$ cat src/rtl/uart_pkg.sv
// Shared types and constants for the UART transmit path.
// Imported by the FIFO-fed transmitter and its bench.
package uart_pkg;

  typedef enum logic [1:0] {
    IDLE,
    START,
    DATA,
    STOP
  } tx_state_t;

  localparam int UART_FRAME_BITS = 10;
  localparam int CLKS_PER_BIT_DEFAULT = 87;

endpackage

$ cat src/rtl/uart_tx_fifo_if.sv
// Byte handshake from the processing core into the
// UART transmit stage.
interface uart_tx_fifo_if #(
  parameter int DATA_W = 8
) ();

  logic [DATA_W-1:0] data_in;
  logic              data_valid;
  logic              ready;

  modport master (
    output data_in,
    output data_valid,
    input  ready
  );

  modport slave (
    input  data_in,
    input  data_valid,
    output ready
  );

endinterface

$ cat src/rtl/sync_fifo.sv
// Small synchronous FIFO with occupancy count.
// Head entry is presented combinationally on dout.
module sync_fifo #(
  parameter int DEPTH = 4,
  parameter int WIDTH = 8,
  parameter int CW    = $clog2(DEPTH) + 1
) (
  input  logic             clk,
  input  logic             rst,
  input  logic             push,
  input  logic             pop,
  input  logic [WIDTH-1:0] din,
  output logic [WIDTH-1:0] dout,
  output logic             full,
  output logic             empty,
  output logic [CW-1:0]    count
);

  localparam int AW = $clog2(DEPTH);

  logic [WIDTH-1:0] mem [DEPTH];
  logic [AW-1:0]    wr_ptr;
  logic [AW-1:0]    rd_ptr;
  logic             do_push;
  logic             do_pop;

  assign full    = (count == CW'(DEPTH));
  assign empty   = (count == '0);
  assign do_push = push & ~full;
  assign do_pop  = pop & ~empty;
  assign dout    = mem[rd_ptr];

  // Storage array; contents need no reset, pointers gate them.
  always_ff @(posedge clk) begin
    if (do_push) mem[wr_ptr] <= din;
  end

  // Pointers wrap naturally since DEPTH is a power of two.
  always_ff @(posedge clk or posedge rst) begin
    if (rst) begin
      wr_ptr <= '0;
      rd_ptr <= '0;
      count  <= '0;
    end else begin
      if (do_push) wr_ptr <= wr_ptr + AW'(1);
      if (do_pop)  rd_ptr <= rd_ptr + AW'(1);
      unique case ({do_push, do_pop})
        2'b10:   count <= count + CW'(1);
        2'b01:   count <= count - CW'(1);
        default: count <= count;
      endcase
    end
  end

endmodule

$ cat src/rtl/uart_tx_fifo.sv
// Buffered 8N1 UART transmitter fed by a valid/ready
// byte handshake; frames run back to back while queued.
module uart_tx_fifo
  import uart_pkg::*;
#(
  parameter int CLKS_PER_BIT = CLKS_PER_BIT_DEFAULT,
  parameter int FIFO_DEPTH   = 4,
  parameter int DATA_W       = 8
) (
  input  logic           clk,
  input  logic           rst,
  uart_tx_fifo_if.slave  in_if,
  output logic           tx,
  output logic           busy,
  output logic           overflow
);

  localparam int BW = $clog2(CLKS_PER_BIT);
  localparam int IW = $clog2(DATA_W);
  localparam int CW = $clog2(FIFO_DEPTH) + 1;

  tx_state_t         state;
  tx_state_t         state_n;
  logic [BW-1:0]     baud;
  logic [BW-1:0]     baud_n;
  logic [IW-1:0]     bit_idx;
  logic [IW-1:0]     bit_n;
  logic [DATA_W-1:0] shift;
  logic [DATA_W-1:0] shift_n;
  logic              tx_n;
  logic              pop;
  logic              push;
  logic              full;
  logic              empty;
  logic [DATA_W-1:0] head;
  logic [CW-1:0]     count;
  logic              wrap;

  assign in_if.ready = ~full;
  assign push        = in_if.data_valid & ~full;
  assign wrap        = (baud == BW'(CLKS_PER_BIT - 1));
  assign busy        = (state != IDLE) | (count != '0);

  sync_fifo #(
    .DEPTH (FIFO_DEPTH),
    .WIDTH (DATA_W),
    .CW    (CW)
  ) u_fifo (
    .clk   (clk),
    .rst   (rst),
    .push  (push),
    .pop   (pop),
    .din   (in_if.data_in),
    .dout  (head),
    .full  (full),
    .empty (empty),
    .count (count)
  );

  // Frame sequencing, baud timing and the registered line level.
  always_ff @(posedge clk or posedge rst) begin
    if (rst) begin
      state    <= IDLE;
      baud     <= '0;
      bit_idx  <= '0;
      shift    <= '0;
      tx       <= 1'b1;
      overflow <= 1'b0;
    end else begin
      state    <= state_n;
      baud     <= baud_n;
      bit_idx  <= bit_n;
      shift    <= shift_n;
      tx       <= tx_n;
      overflow <= overflow | (in_if.data_valid & full);
    end
  end

  // Next-state, pop request and the level tx takes next edge.
  always_comb begin
    state_n = state;
    baud_n  = baud;
    bit_n   = bit_idx;
    shift_n = shift;
    pop     = 1'b0;
    tx_n    = 1'b1;
    unique case (state)
      IDLE: begin
        if (!empty) begin
          pop     = 1'b1;
          shift_n = head;
          baud_n  = '0;
          state_n = START;
        end
      end
      START: begin
        tx_n   = 1'b0;
        baud_n = wrap ? '0 : baud + BW'(1);
        if (wrap) begin
          bit_n   = '0;
          state_n = DATA;
        end
      end
      DATA: begin
        tx_n   = shift[0];
        baud_n = wrap ? '0 : baud + BW'(1);
        if (wrap) begin
          shift_n = shift >> 1;
          if (bit_idx == IW'(DATA_W - 1)) begin
            state_n = STOP;
          end else begin
            bit_n = bit_idx + IW'(1);
          end
        end
      end
      STOP: begin
        tx_n   = 1'b1;
        baud_n = wrap ? '0 : baud + BW'(1);
        if (wrap) begin
          if (!empty) begin
            pop     = 1'b1;
            shift_n = head;
            state_n = START;
          end else begin
            state_n = IDLE;
          end
        end
      end
    endcase
  end

endmodule
$ cat src/flat_wrapper.sv
// flat-port wrapper written by rule: the top's interface ports become plain ports
module uart_tx_fifo_flat import uart_pkg::*;
#(
  parameter int CLKS_PER_BIT = CLKS_PER_BIT_DEFAULT,
  parameter int FIFO_DEPTH   = 4,
  parameter int DATA_W       = 8
)
  (clk, rst, tx, busy, overflow, in_if_data_in, in_if_data_valid, in_if_ready);
  uart_tx_fifo_if #(.DATA_W(DATA_W)) in_if_i ();
  input  logic clk;
  input  logic rst;
  output logic tx;
  output logic busy;
  output logic overflow;
  input wire logic [$bits(in_if_i.data_in)-1:0] in_if_data_in;
  input wire logic [$bits(in_if_i.data_valid)-1:0] in_if_data_valid;
  output wire logic [$bits(in_if_i.ready)-1:0] in_if_ready;
  assign in_if_i.data_in = in_if_data_in;
  assign in_if_i.data_valid = in_if_data_valid;
  assign in_if_ready = in_if_i.ready;
  uart_tx_fifo #(.CLKS_PER_BIT(CLKS_PER_BIT), .FIFO_DEPTH(FIFO_DEPTH), .DATA_W(DATA_W)) u_core (.clk(clk), .rst(rst), .in_if(in_if_i), .tx(tx), .busy(busy), .overflow(overflow));
endmodule
$ cat config.mk
export PLATFORM = sky130hd
export DESIGN_NAME = uart_tx_fifo_flat
export DESIGN_NICKNAME = d
export VERILOG_FILES = /design/src/rtl/uart_pkg.sv /design/src/rtl/uart_tx_fifo_if.sv /design/src/rtl/sync_fifo.sv /design/src/rtl/uart_tx_fifo.sv /design/src/flat_wrapper.sv
export SDC_FILE = /design/constraint.sdc
export NUM_CORES = 1
export LEC_CHECK = 0
export CAP_MARGIN = 10
export CORE_ASPECT_RATIO = 1.5
export CORE_MARGIN = 4
export CORE_UTILIZATION = 53
export CTS_CLUSTER_SIZE = 24
export DETAILED_ROUTE_END_ITERATION = 10
export PLACE_DENSITY = 0.75
export SLEW_MARGIN = 20
export SYNTH_ARGS = -nofsm -noshare
export SYNTH_HDL_FRONTEND = slang
export SYNTH_SLANG_ARGS = --single-unit
$ cat constraint.sdc
create_clock -name clk -period 2.3 [get_ports clk]
set_clock_uncertainty 0.15 [all_clocks]
set_input_delay 0.46 -clock clk [delete_from_list [all_inputs] [get_ports clk]]
set_output_delay 0.46 -clock clk [all_outputs]
set_load 0.05 [all_outputs]
==> summary.md <==
| Metric | Value |
|---|---|
| Fin Setup TNS | `-55.4 ps` |
| Detail Route Antenna Nets | `0` |
| Synth Area per Inst | `about 15 um^2` |
| Placed Instances | `roughly 290` |
| Starting density of the core | `0.547` |
| Cell area after layout | `3530 um^2` |
| Io pins | `15` |
| Worst Hold Class | `input pin to asynchronous set/reset pin` |
| Sequential cell area | `1690 um^2` |
| GRT overflow | `0` |
| Synth Warn # | `0` |
| Dpl hpwl | `~3400 um` |
| Final wirelength | `a little under 5000 um` |
| Power Density | `roughly 870 nW/um^2` |
| Max-slew headroom | `0.672` |
| Core ar. | `approximately 5200 um^2` |
| Finished Layout Cells | `311` |
| Part of the cycle the worst path needs | `1.02` |
| Syn Nets | `216` |
| R2R Path End | `u_core.u_fifo.count[2]$_DFFE_PP0P_` |
| Crit start category | `flop` |
| Area post-placement | `roughly 3200 um^2` |
| RSZ-0062 raised after global routing | `true` |
| Reg2Reg Setup Slack | `-60 ps` |
| Post-synthesis cell area | `roughly 2800 um^2` |
| Post-synth EDFFs | `32` |
| Dominant synthesized flop cell | `edfxtp_1` |
| Status | `complete, but fails checks` |
| Synthesized instance count | `between 150 and 200` |
| Slowest CP cell | `dfrtp_1` |
| Critical path class | `flop to flop` |
| CP Launch Point | `u_core.baud[0]$_DFFE_PP0N_` |
| Reg-to-Reg Start | `u_core.baud[0]$_DFFE_PP0N_` |
| Drt pass-1 iters | `4` |
| Leakage power | `around 1.4 nW` |
| Fin util | `0.683` |
| GRT Overall Usage | `0.166` |
| Critical Path RT | `between 2000 and 2500 ps` |
| Routed vias | `1742` |
| Root Driver | `clkbuf_8` |
| Max-cap violations | `0` |
| Fin. Hold Viols | `0` |
| Synth async-reset ratio | `0.475` |
| Std cell rows | `32` |
| Die Width | `just under 70 um` |
| Crit-path cells | `inv_2 > ha_4 > and4b_1 > a31oi_4 > nor3_4 > ha_2 > inv_2 > fa_2 > xor2_1 > nor2_1 > xor2_1` |
| Setup-failing EPs final | `1` |
| Global-route wire length before repair | `around 8100 um` |
| Flops & latches, synth | `61` |
| Final Critical Period | `2360 ps` |
| Clock transition at path regs | `approximately 70 ps` |
| Synth unique cells | `42` |
| Clk Latency, worst-skew pair | `330 ps` |
| Number of buffers created by CTS | `9` |
| Arrival time at the worst endpoint | `around 2500 ps` |
| Clock Sink Count | `between 60 and 70` |
| Pre-CTS setup slack | `-118 ps` |
| PortBufs | `14` |
| Area delta synth->final | `24.8%` |
| Share of post-route cells with drive strength above 1 | `0.342` |
| Die height | `approximately 97 um` |
| Largest net degree at the start of global routing | `30` |
| Most common cell after layout, fill and taps aside | `edfxtp_1` |
| DR WL/cell | `15.7 um` |
| Drt drc | `0` |
| Worst Path Max Fanout | `2` |
| Vias in the first global route | `1756` |
| Failing checks | `negative setup slack` |
| Worst slew pin tran | `491 ps` |
| Max VDD drop | `675 uV` |
| Layout Nets | `about 270` |
| Post-synthesis sequential area ratio | `0.597` |
| FF-to-FF path depth | `11` |
| Slew Viols, Final | `0` |
| CP max stage delay | `390 ps` |
| Layout fillers | `roughly 350` |
| Post-DR vias/cell | `approximately 5.6` |
| Placer Congestion | `approximately 0.83` |
| Final worst setup slack | `-55.4 ps` |
| Clk buf depth | `2` |
| Initial antenna violation count | `0` |
| Initial DRC count | `between 150 and 200` |
| ANT cells | `0` |
| Commonest non-fill, non-tap cells in the layout | `edfxtp_1, dfrtp_1, buf_4` |
| Multi-input gate area | `roughly 1100 um^2` |
| Fmax | `about 420 MHz` |
| Setup crit end kind | `flop` |
| CTS tree | `yes` |
| DIE AREA | `approximately 6600 um^2` |
| H-tree Lvls | `3` |
## cell usage after synthesis (2+ instances only)
cell	number	area, um^2
mux2_2	16	180
buf_6	2	22.5
nor2b_1	2	12.5
and3_1	6	37.5
a31o_2	2	17.5
nor4b_1	2	17.5
nand2_1	8	30.0
nand4_1	2	12.5
nor3_1	5	25.0
edfxtp_1	32	961
xnor2_1	3	26.3
o2bb2ai_1	2	17.5
ha_1	15	188
mux4_2	7	158
mux2i_1	2	20.0
nor2_1	10	37.5
a21oi_1	2	10.0
a31oi_1	2	12.5
xor2_1	8	70.1
inv_1	10	37.5
dfrtp_1	28	701
o21ai_0	3	15.0
## sequential cells by signal, indices dropped and copies added (netlist names)
name	flops
u_core.u_fifo.count	3
u_core.bit_idx	3
u_core.overflow	1
u_core.tx	1
u_core.baud	7
u_core.state	2
u_core.u_fifo.rd_ptr	2
u_core.u_fifo.wr_ptr	2
u_core.shift	8
u_core.u_fifo.mem	32
## routing by layer
| layer | up-vias | track usage | wire (um) | part of all wire |
|---|---|---|---|---|
| met3 | 13 | 0.0463 | 198 | 0.041 |
| met2 | 54 | 0.270 | 2670 | 0.55 |
| li1 | 802 | - | - | - |
| met4 | 0 | 0.0797 | 137 | 0.028 |
| met5 | - | 0 | 0 | 0 |
| met1 | 873 | 0.198 | 1880 | 0.38 |
## how the worst max path moves through the flow
| stage | endpoint |
|---|---|
| after CTS | u_core.u_fifo.count[2]$_DFFE_PP0P_ |
| final | u_core.u_fifo.count[2]$_DFFE_PP0P_ |
| after global placement | u_core.u_fifo.count[2]$_DFFE_PP0P_ |
| after global routing | u_core.u_fifo.count[2]$_DFFE_PP0P_ |
| after floorplan | u_core.u_fifo.count[2]$_DFFE_PP0P_ |
| after detailed placement | u_core.u_fifo.count[2]$_DFFE_PP0P_ |
## worst max-delay path: cells and delay by family, from the launching register on
kind | cells | cell delay [ps]
AOI/OAI and AO/OA | 1 | 120
xor gates and xnor gates | 2 | 310
adders and majority gates | 3 | 680
buffers and inverters | 2 | 120
DFF | 1 | 390
and+or+nand+nor | 3 | 520
## layout make-up
class	instances	share of cell area
Clock buffer	9	0.0351
Clock inverter	7	0.0340
Inverter	11	0.0117
Multi-Input combinational cell	114	0.316
Sequential cell	61	0.478
Tap cell	68	0.0241
Timing Repair Buffer	41	0.100
## stage by stage
| stage | hold WS (ps) | total power [W] |
|---|---|---|
| 2_1_floorplan | 325 | 0.00176 |
| 3_3_place_gp | 306 | 0.00189 |
| 3_5_place_dp | 325 | 0.00193 |
| 4_1_cts | 343 | 0.00308 |
| 5_1_grt | 365 | 0.00320 |
| 6_report | 335 | 0.00306 |
## cells by family (layout without fill, tap and decap cells)
family | Yosys count | in the layout | share of synthesized area
multiplexers | 27 | 27 | 0.140
buffers and inverters | 14 | 68 | 0.0252
AO/OA/AOI/OAI | 18 | 18 | 0.0452
flip-flops | 61 | 61 | 0.597
XOR/XNOR | 11 | 11 | 0.0341
adder cells (fa/ha/maj) | 16 | 16 | 0.0735
AND/OR/NAND/NOR | 42 | 42 | 0.0850
## what timing repair did
action,4_1_cts,5_1_grt
endpoints found under the setup margin,3,3
hold buffers,0,0
resized for setup,1,6
buffers inserted,2,5
pin swaps,4,0
## report_power, final
group          leakage, nW  total, W  internal [W]  switching [W]
clock                0.120   0.00116      0.000725       0.000431
combinational        0.676  0.000469      0.000202       0.000266
sequential           0.640   0.00143       0.00133      0.0000997
total                 1.44   0.00306       0.00226       0.000797
No activity file was read; power rests on OpenSTA's default activity.
